File: config.mk
export PLATFORM = sky130hd
export DESIGN_NAME = pacman_move_ctrl
export DESIGN_NICKNAME = d
export VERILOG_FILES = /design/src/rtl/pacman_move_ctrl.sv
export SDC_FILE = /design/constraint.sdc
export NUM_CORES = 1
export LEC_CHECK = 0
export BUFFER_PORTS_ARGS = -buffer_cell sky130_fd_sc_hd__buf_2
export CAP_MARGIN = 20
export CORE_MARGIN = 4
export CORE_UTILIZATION = 45
export DETAILED_ROUTE_END_ITERATION = 10
export PLACE_DENSITY = 0.64
export SETUP_SLACK_MARGIN = 0.02
export SYNTH_ARGS = -nofsm -noshare
export SYNTH_HDL_FRONTEND = slang
export SYNTH_SLANG_ARGS = --single-unit
File: constraint.sdc
create_clock -name board_clk -period 3.8 [get_ports board_clk]
set_clock_uncertainty 0.05 [all_clocks]
set_input_delay 1.14 -clock board_clk [delete_from_list [all_inputs] [get_ports board_clk]]
set_output_delay 1.14 -clock board_clk [all_outputs]
set_load 0.05 [all_outputs]
File: src/rtl/pacman_move_ctrl.sv
// pacman_move_ctrl: tile-level Pac-Man movement sequencer.
// Buffers button directions. On each game tick it queries the shared maze wall
// memory and steps the tile coordinate. The buffered direction is tried before
// the current one. Maze edges wrap around as tunnels.

module pacman_move_ctrl #(
    parameter int TICK_DIV = 5_000_000,
    parameter int GRID_W   = 28,
    parameter int GRID_H   = 31,
    parameter int START_X  = 13,
    parameter int START_Y  = 23
) (
    input  logic       board_clk,
    input  logic       Reset,
    input  logic       scen_up,
    input  logic       scen_down,
    input  logic       scen_left,
    input  logic       scen_right,
    output logic       wall_req,
    output logic [4:0] wall_x,
    output logic [4:0] wall_y,
    input  logic       wall_ack,
    input  logic       wall_data,
    output logic [4:0] pac_x,
    output logic [4:0] pac_y,
    output logic [1:0] cur_dir,
    output logic       moving,
    output logic       move_pulse,
    output logic       tick_overrun
);

    localparam int               CNT_W     = (TICK_DIV > 1) ? $clog2(TICK_DIV) : 1;
    localparam logic [CNT_W-1:0] TICK_LAST = CNT_W'(TICK_DIV - 1);
    localparam logic [4:0]       X_LAST    = 5'(GRID_W - 1);
    localparam logic [4:0]       Y_LAST    = 5'(GRID_H - 1);
    localparam logic [4:0]       X_START   = 5'(START_X);
    localparam logic [4:0]       Y_START   = 5'(START_Y);

    localparam logic [1:0] DIR_UP    = 2'b00;
    localparam logic [1:0] DIR_DOWN  = 2'b01;
    localparam logic [1:0] DIR_LEFT  = 2'b10;
    localparam logic [1:0] DIR_RIGHT = 2'b11;

    typedef enum logic [1:0] {
        IDLE,
        REQ_NEXT,
        REQ_CUR,
        STEP
    } state_t;

    state_t           state;
    state_t           state_next;
    logic [CNT_W-1:0] tick_count;
    logic             tick;
    logic             tick_pend;
    logic [1:0]       next_dir;
    logic             next_valid;
    logic [1:0]       btn_dir;
    logic             btn_any;
    logic [1:0]       req_dir;
    logic [1:0]       lookup_dir;
    logic [4:0]       lookup_x;
    logic [4:0]       lookup_y;
    logic             ack_ok;
    logic             clear_pend;
    logic             take_next;
    logic             commit_step;
    logic             block_cur;
    logic             req_hold;

    // Neighbouring tile in a direction. Edges wrap with explicit compares so
    // the tunnels work for any grid size that fits in 5 bits.
    function automatic logic [9:0] neighbour(input logic [4:0] x, input logic [4:0] y,
                                             input logic [1:0] dir);
        logic [4:0] nx;
        logic [4:0] ny;
        nx = x;
        ny = y;
        case (dir)
            DIR_UP:    ny = (y == 5'd0)   ? Y_LAST : y - 5'd1;
            DIR_DOWN:  ny = (y == Y_LAST) ? 5'd0   : y + 5'd1;
            DIR_LEFT:  nx = (x == 5'd0)   ? X_LAST : x - 5'd1;
            default:   nx = (x == X_LAST) ? 5'd0   : x + 5'd1;
        endcase
        return {nx, ny};
    endfunction

    // Resolve simultaneous button pulses with up > down > left > right priority
    always_comb begin
        btn_any = scen_up | scen_down | scen_left | scen_right;
        if (scen_up) begin
            btn_dir = DIR_UP;
        end else if (scen_down) begin
            btn_dir = DIR_DOWN;
        end else if (scen_left) begin
            btn_dir = DIR_LEFT;
        end else begin
            btn_dir = DIR_RIGHT;
        end
    end

    assign tick = (tick_count == TICK_LAST);

    // Game-tick divider, pending-tick flag and sticky overrun detection
    always_ff @(posedge board_clk or posedge Reset) begin
        if (Reset) begin
            tick_count   <= '0;
            tick_pend    <= 1'b0;
            tick_overrun <= 1'b0;
        end else begin
            tick_count <= tick ? '0 : tick_count + CNT_W'(1);
            if (tick) begin
                if (tick_pend && !clear_pend) begin
                    tick_overrun <= 1'b1;
                end
                tick_pend <= 1'b1;
            end else if (clear_pend) begin
                tick_pend <= 1'b0;
            end
        end
    end

    // Direction buffer: a fresh pulse beats consumption. A direction that was overwritten mid-lookup stays buffered.
    always_ff @(posedge board_clk or posedge Reset) begin
        if (Reset) begin
            next_dir   <= DIR_UP;
            next_valid <= 1'b0;
        end else if (btn_any) begin
            next_dir   <= btn_dir;
            next_valid <= 1'b1;
        end else if (take_next && (next_dir == req_dir)) begin
            next_valid <= 1'b0;
        end
    end

    // State register
    always_ff @(posedge board_clk or posedge Reset) begin
        if (Reset) begin
            state <= IDLE;
        end else begin
            state <= state_next;
        end
    end

    // Next-state decode and per-state control strobes
    always_comb begin
        state_next  = state;
        clear_pend  = 1'b0;
        take_next   = 1'b0;
        commit_step = 1'b0;
        block_cur   = 1'b0;
        ack_ok      = wall_req & wall_ack;
        case (state)
            IDLE: begin
                if (tick_pend) begin
                    clear_pend = 1'b1;
                    if (next_valid) begin
                        state_next = REQ_NEXT;
                    end else if (moving) begin
                        state_next = REQ_CUR;
                    end
                end
            end
            REQ_NEXT: begin
                if (ack_ok) begin
                    if (!wall_data) begin
                        take_next   = 1'b1;
                        commit_step = 1'b1;
                        state_next  = STEP;
                    end else begin
                        state_next = moving ? REQ_CUR : IDLE;
                    end
                end
            end
            REQ_CUR: begin
                if (ack_ok) begin
                    if (!wall_data) begin
                        commit_step = 1'b1;
                        state_next  = STEP;
                    end else begin
                        block_cur  = 1'b1;
                        state_next = IDLE;
                    end
                end
            end
            default: begin
                state_next = IDLE;
            end
        endcase
        req_hold = ((state_next == REQ_NEXT) || (state_next == REQ_CUR)) && !ack_ok;
    end

    // Lookup target for whichever direction the upcoming request will test
    always_comb begin
        lookup_dir           = (state_next == REQ_NEXT) ? next_dir : cur_dir;
        {lookup_x, lookup_y} = neighbour(pac_x, pac_y, lookup_dir);
    end

    // Registered wall request. The address and tested direction are latched when the request opens.
    always_ff @(posedge board_clk or posedge Reset) begin
        if (Reset) begin
            wall_req <= 1'b0;
            wall_x   <= 5'd0;
            wall_y   <= 5'd0;
            req_dir  <= DIR_LEFT;
        end else begin
            wall_req <= req_hold;
            if (req_hold && !wall_req) begin
                wall_x  <= lookup_x;
                wall_y  <= lookup_y;
                req_dir <= lookup_dir;
            end
        end
    end

    // Tile coordinate, heading and motion status. The looked-up tile becomes the new position.
    always_ff @(posedge board_clk or posedge Reset) begin
        if (Reset) begin
            pac_x      <= X_START;
            pac_y      <= Y_START;
            cur_dir    <= DIR_LEFT;
            moving     <= 1'b0;
            move_pulse <= 1'b0;
        end else begin
            move_pulse <= commit_step;
            if (commit_step) begin
                pac_x  <= wall_x;
                pac_y  <= wall_y;
                moving <= 1'b1;
            end
            if (take_next) begin
                cur_dir <= req_dir;
            end
            if (block_cur) begin
                moving <= 1'b0;
            end
        end
    end

endmodule

### Word-level counts from Yosys, hierarchy flattened

Cells that the tools add are included.
Widths: inputs -> output; s select.

* $add $sub $neg: 5
* $mul: 0
* div/mod/pow operators: 0
* order comparisons: 0
* eq/ne operators: 10
* shift operators: 0
* mux-type cells: 35
* bitwise gates (word level): 4
* reductions and logical operators: 18

Operator list (count)
* $add 23x1->23 const B: 1
* $eq 23x23->1 const B: 1
* $mux 23: 1
* $mux 2: 11
* $mux 5: 4
* $pmux 5 s2: 2
* $mux 1: 16
* $add 5x1->5 const B: 2
* $eq 5x5->1 const B: 2
* $logic_not 5->1: 2
* $sub 5x1->5 const B: 2
* $eq 2x1->1 const B: 3
* $eq 2x2->1 const B: 3
* $pmux 2 s3: 1
* $reduce_bool 2->1: 3
* $logic_and 1x1->1: 4
* $logic_not 2->1: 2
* $reduce_or 2->1: 2
* $logic_not 1->1: 3
* $or 1x1->1: 3
* $eq 2x2->1: 1
* $reduce_and 2->1: 1
* $and 1x1->1: 1
* $logic_or 1x1->1: 1

* bits in registers: 57
* latch bits: 0
* bits in writable memories: 0
* memory bits (read-only): 0
* bits of input ports: 8
* memories: 0

### Longest topological paths before layout

* word-level depth: 9
* gate-level depth with buffers: 12
* mapped depth without buffers: 10

### Worst setup path before layout

No wires, ideal clock.

* path kind: input-to-reg
* from: input wall_ack
* to: register wall_x[4]
* setup time: 0.082 ns
* arrival time: 3.402 ns
* slack: 0.266 ns
* stages on the path: 10
* buffers on the path: 2
* path through: and2_1 clkbuf_1 o221ai_1 a21oi_1 ha_1 clkbuf_1 mux2_2 and4b_1 or3b_2 a31oi_1

* longest elaborated chain between the ends: 8

RTL lines
* start, declared: RTL line 22 `input logic wall_ack,`
* $and 1x1->1 *: RTL line 152 `ack_ok = wall_req & wall_ack;`
* $mux 2, on equally long branches: RTL line 176, 165
* $pmux 2 s3 *: RTL line 153 `case (state)`
* named net state_next[0]: RTL line 52 `state_t state_next;`
* $eq 2x1->1: RTL line 190, 195
* $mux 2: RTL line 195 `lookup_dir = (state_next == REQ_NEXT) ? next_dir : cur_dir;`
* $eq 2x1->1 or $logic_not 2->1 (tied branches): RTL line 79 `case (dir)`
* $reduce_or 2->1 (no line)
* $pmux 5 s2: RTL line 79
* end signal, assigned: RTL line 209 `wall_x <= lookup_x;`
* end, declared: RTL line 20 `output logic [4:0] wall_x,`

Mark *: on every way through the listed nets, which the timed path passes. The rest lies on a longest branch.
A chain may end at the register's enable or synchronous reset.

### Worst setup path after layout

Ends and elaborated chain as after synthesis.

==> metrics <==
Synth Warn # 0; hpwl dp 4703 microns; max layer used met4; Worst path max stage delay 430 ps; Via Count 2492; Worst Setup Start Kind primary input; total wire length 6604 microns; Syn Std Cell Area 3109 sq um; Residual DRC 0; wire length per cell 14.98 microns; PwrDens 775.5 nW/um^2; synth unique cells 55; Register Area 1438 sq um; Worst Max-Slew Pin Slew 818.1 ps; Comb pwr share 43.5%; sw power 1214 uW; Hold Crit Class reg2reg; maximum VDD drop 512.5 uV; first-pass GRT wire length 11440 microns; CP Class in2reg; # IOs 34; Achievable Freq 0.3130 GHz; area delta synth->final 15.94%; number of antenna diodes 0; CTS sink cnt 57; status finished, final reports clean; Slew Viols, Final 0; number of global-route vias before repair 2368; fill count 612; largest net degree at the start of global routing 27; WL met2 3151 microns; RSZ-0062 raised after global routing no; Min Clock Period, post-route 3194 ps; dpl ws 273.1 ps; Clk pwr share 23.1%; number of buffers added on ports 33; postcts setup bufs 0; leak pwr 0.001610 uW; total die area 8303 sq um; CTS tree yes; Async S/R FF share, synth 100.0%; ys flop type dfrtp_1; Worst Slack Setup Final 605.6 ps; CTS max path bufs 2; clk_lat worst skew 340 ps; routed wl met3 242 microns; CTS root buf clkbuf_8; syn_nets 337; Core Region 6756 sq um; Post-Synthesis Cells 317; Die X 91.12 microns; antenna violations before repair 0; vias per cell 5.651; nets 376; site row count 30; Crit path buffers/inverters 1; number of synthesized flops with an enable pin 0; internal power 1581 uW; Max FO, Critical Path 9; Post-DRT Antenna Nets 0; maxcap violations 0; sequence of cells on the critical path buf_2 > and2_1 > o221ai_1 > a21oi_1 > ha_1 > mux2_2 > and4b_1 > or3b_2 > a31oi_1; register share of total power 33.4%; DRT iter0 DRCs 109; Met1 Routed Length 3081 microns; hold_buf cts 0; Worst setup EP type register; hold violation count in the final report 0; final RePlAce weighted congestion 0.8661; H-tree levels 3; Setup Total Neg Slack 0 ps; WP data required 4000 ps; Final Power 2795 uW; Seq/Total Area, Yosys 46.24%; DIE HEIGHT 91.12 microns; Slowest-stage cell, CP or3b_2; CTS clk-pin slew, worst paths 70 ps; Total GRT Usage 17.07%; Crit path arrival time 3400 ps; fraction of layout cells with a size suffix above 1 24.65%; Synth Area per Inst 9.808 sq um; Detailed Routing Iterations Pass 1 4; Yosys reg bits 57; Overflow after GRT 0; Tcrit/Tclk final 84.06%; CP top delay family simple AND/OR/NAND/NOR gates; post-CTS sizing 0; starting density of the core 46.02%; number of setup violations in the final report 0; Multi-input gate area 1584 sq um; CTS Buf Count 9; switching part of the total 43.43%; Slew headroom 44.95%
-- per-layer routing --
| layer | vias to the layer above | GRT usage [%] |
|---|---|---|
| li1 | 1224 | - |
| met4 | 0 | 8.417 |
| met5 | - | 0 |
| met1 | 1218 | 22.46 |
| met2 | 40 | 26.85 |
| met3 | 10 | 3.314 |
-- Yosys cell counts, types with 2 or more instances --
library cell / n / share of area [%]
dfrtp_1: 48 / 39
nand2_1: 36 / 4.3
nor2_1: 27 / 3.3
o21ai_0: 18 / 2.9
mux2_2: 15 / 5.4
nand3_1: 13 / 2.1
ha_1: 12 / 4.8
a21oi_1: 11 / 1.8
clkbuf_1: 11 / 1.3
inv_1: 11 / 1.3
xnor2_1: 10 / 2.8
dfstp_2: 9 / 7.6
xor2_1: 9 / 2.5
nand4_1: 8 / 1.6
a31oi_1: 7 / 1.4
nor3_1: 6 / 0.97
mux2i_1: 4 / 1.3
a31o_2: 3 / 0.85
and2_1: 3 / 0.60
nand3b_1: 3 / 0.72
nor4b_1: 3 / 0.85
o211ai_1: 3 / 0.72
o31ai_1: 3 / 0.72
or3_1: 3 / 0.60
a21o_1: 2 / 0.48
and3_1: 2 / 0.40
and4_1: 2 / 0.56
and4b_1: 2 / 0.64
nor2b_1: 2 / 0.40
nor4_1: 2 / 0.40
o21bai_1: 2 / 0.48
o221ai_1: 2 / 0.56
or3b_2: 2 / 0.56
or4_1: 2 / 0.48
-- power by group through the flow --
stage	clock, uW	combinational, uW	sequential, uW
after floorplan	0	622	1240
after global placement	0	1210	942
after detailed placement	0	1210	943
after CTS	662	1230	934
after global routing	690	1340	963
final	644	1220	934
-- sequential cells by signal, summed over array words and instances (netlist names), 5 cells and up --
name        count
tick_count     23
pac_y           5
wall_x          5
pac_x           5
wall_y          5
-- final timing paths --
path | slack [ps] | end | depth (start not counted) | from
min | 420 | tick_overrun$_DFFE_PP0P_ | 1 | tick_overrun$_DFFE_PP0P_
min in group asynchronous | 670 | tick_count[8]$_DFF_PP0_ | 2 | Reset
max in group asynchronous | 2350 | pac_y[2]$_DFFE_PP1P_ | 3 | Reset
max reg2reg | 980 | wall_x[4]$_DFFE_PP0P_ | 10 | state[1]$_DFF_PP0_
max | 610 | wall_x[4]$_DFFE_PP0P_ | 9 | wall_ack
min reg2reg | 420 | tick_overrun$_DFFE_PP0P_ | 1 | tick_overrun$_DFFE_PP0P_
-- kinds of logic (layout without fill, tap and decap cells) --
family          count (synthesis)  after routing  synth area share, %
mux                            19             19                6.720
flops                          57             57                46.24
compound gates                 64             64                13.56
xor+xnor                       19             19                5.352
simple gates                  123            123                20.48
buf+inv                        23             67                2.817
fa+ha+maj                      12             12                4.829
-- layout make-up --
cell class                      count  share of cell area [%]
Multi-Input combinational cell    237                   43.94
Sequential cell                    57                   39.88
Timing Repair Buffer               40                   6.040
Clock buffer                       13                   4.408
Tap cell                           80                   2.777
Clock inverter                      3                   1.805
Inverter                           11                   1.145
-- worst reg2reg max path, stage by stage (launching register included) --
cell      delay, ps
dfrtp_1         420
inv_1           150
ha_1            190
inv_1            70
a221oi_1        340
o21bai_1        110
ha_1            280
mux2_2          310
and4b_1         210
or3b_2          430
a31oi_1         190
-- per-stage QoR --
step	hold slack [ps]	cell area [sq um]	cells	utilization, %
2_1_floorplan	397.0	3109	317	-
3_3_place_gp	401.3	3381	425	50.04
3_5_place_dp	415.1	3381	425	50.04
4_1_cts	428.4	3605	441	53.35
5_1_grt	458.9	3605	441	53.35
6_report	416.6	3605	441	53.35
-- cells in the final DEF, fill, tap and decap left out, types with 10 or more instances in the layout --
cell,Yosys,layout
dfrtp_1,48,48
nand2_1,36,36
buf_2,0,33
nor2_1,27,27
o21ai_0,18,18
mux2_2,15,15
nand3_1,13,13
ha_1,12,12
a21oi_1,11,11
clkbuf_8,0,11
inv_1,11,10
xnor2_1,10,10
Note: power is estimated with default switching activity, not from simulation.
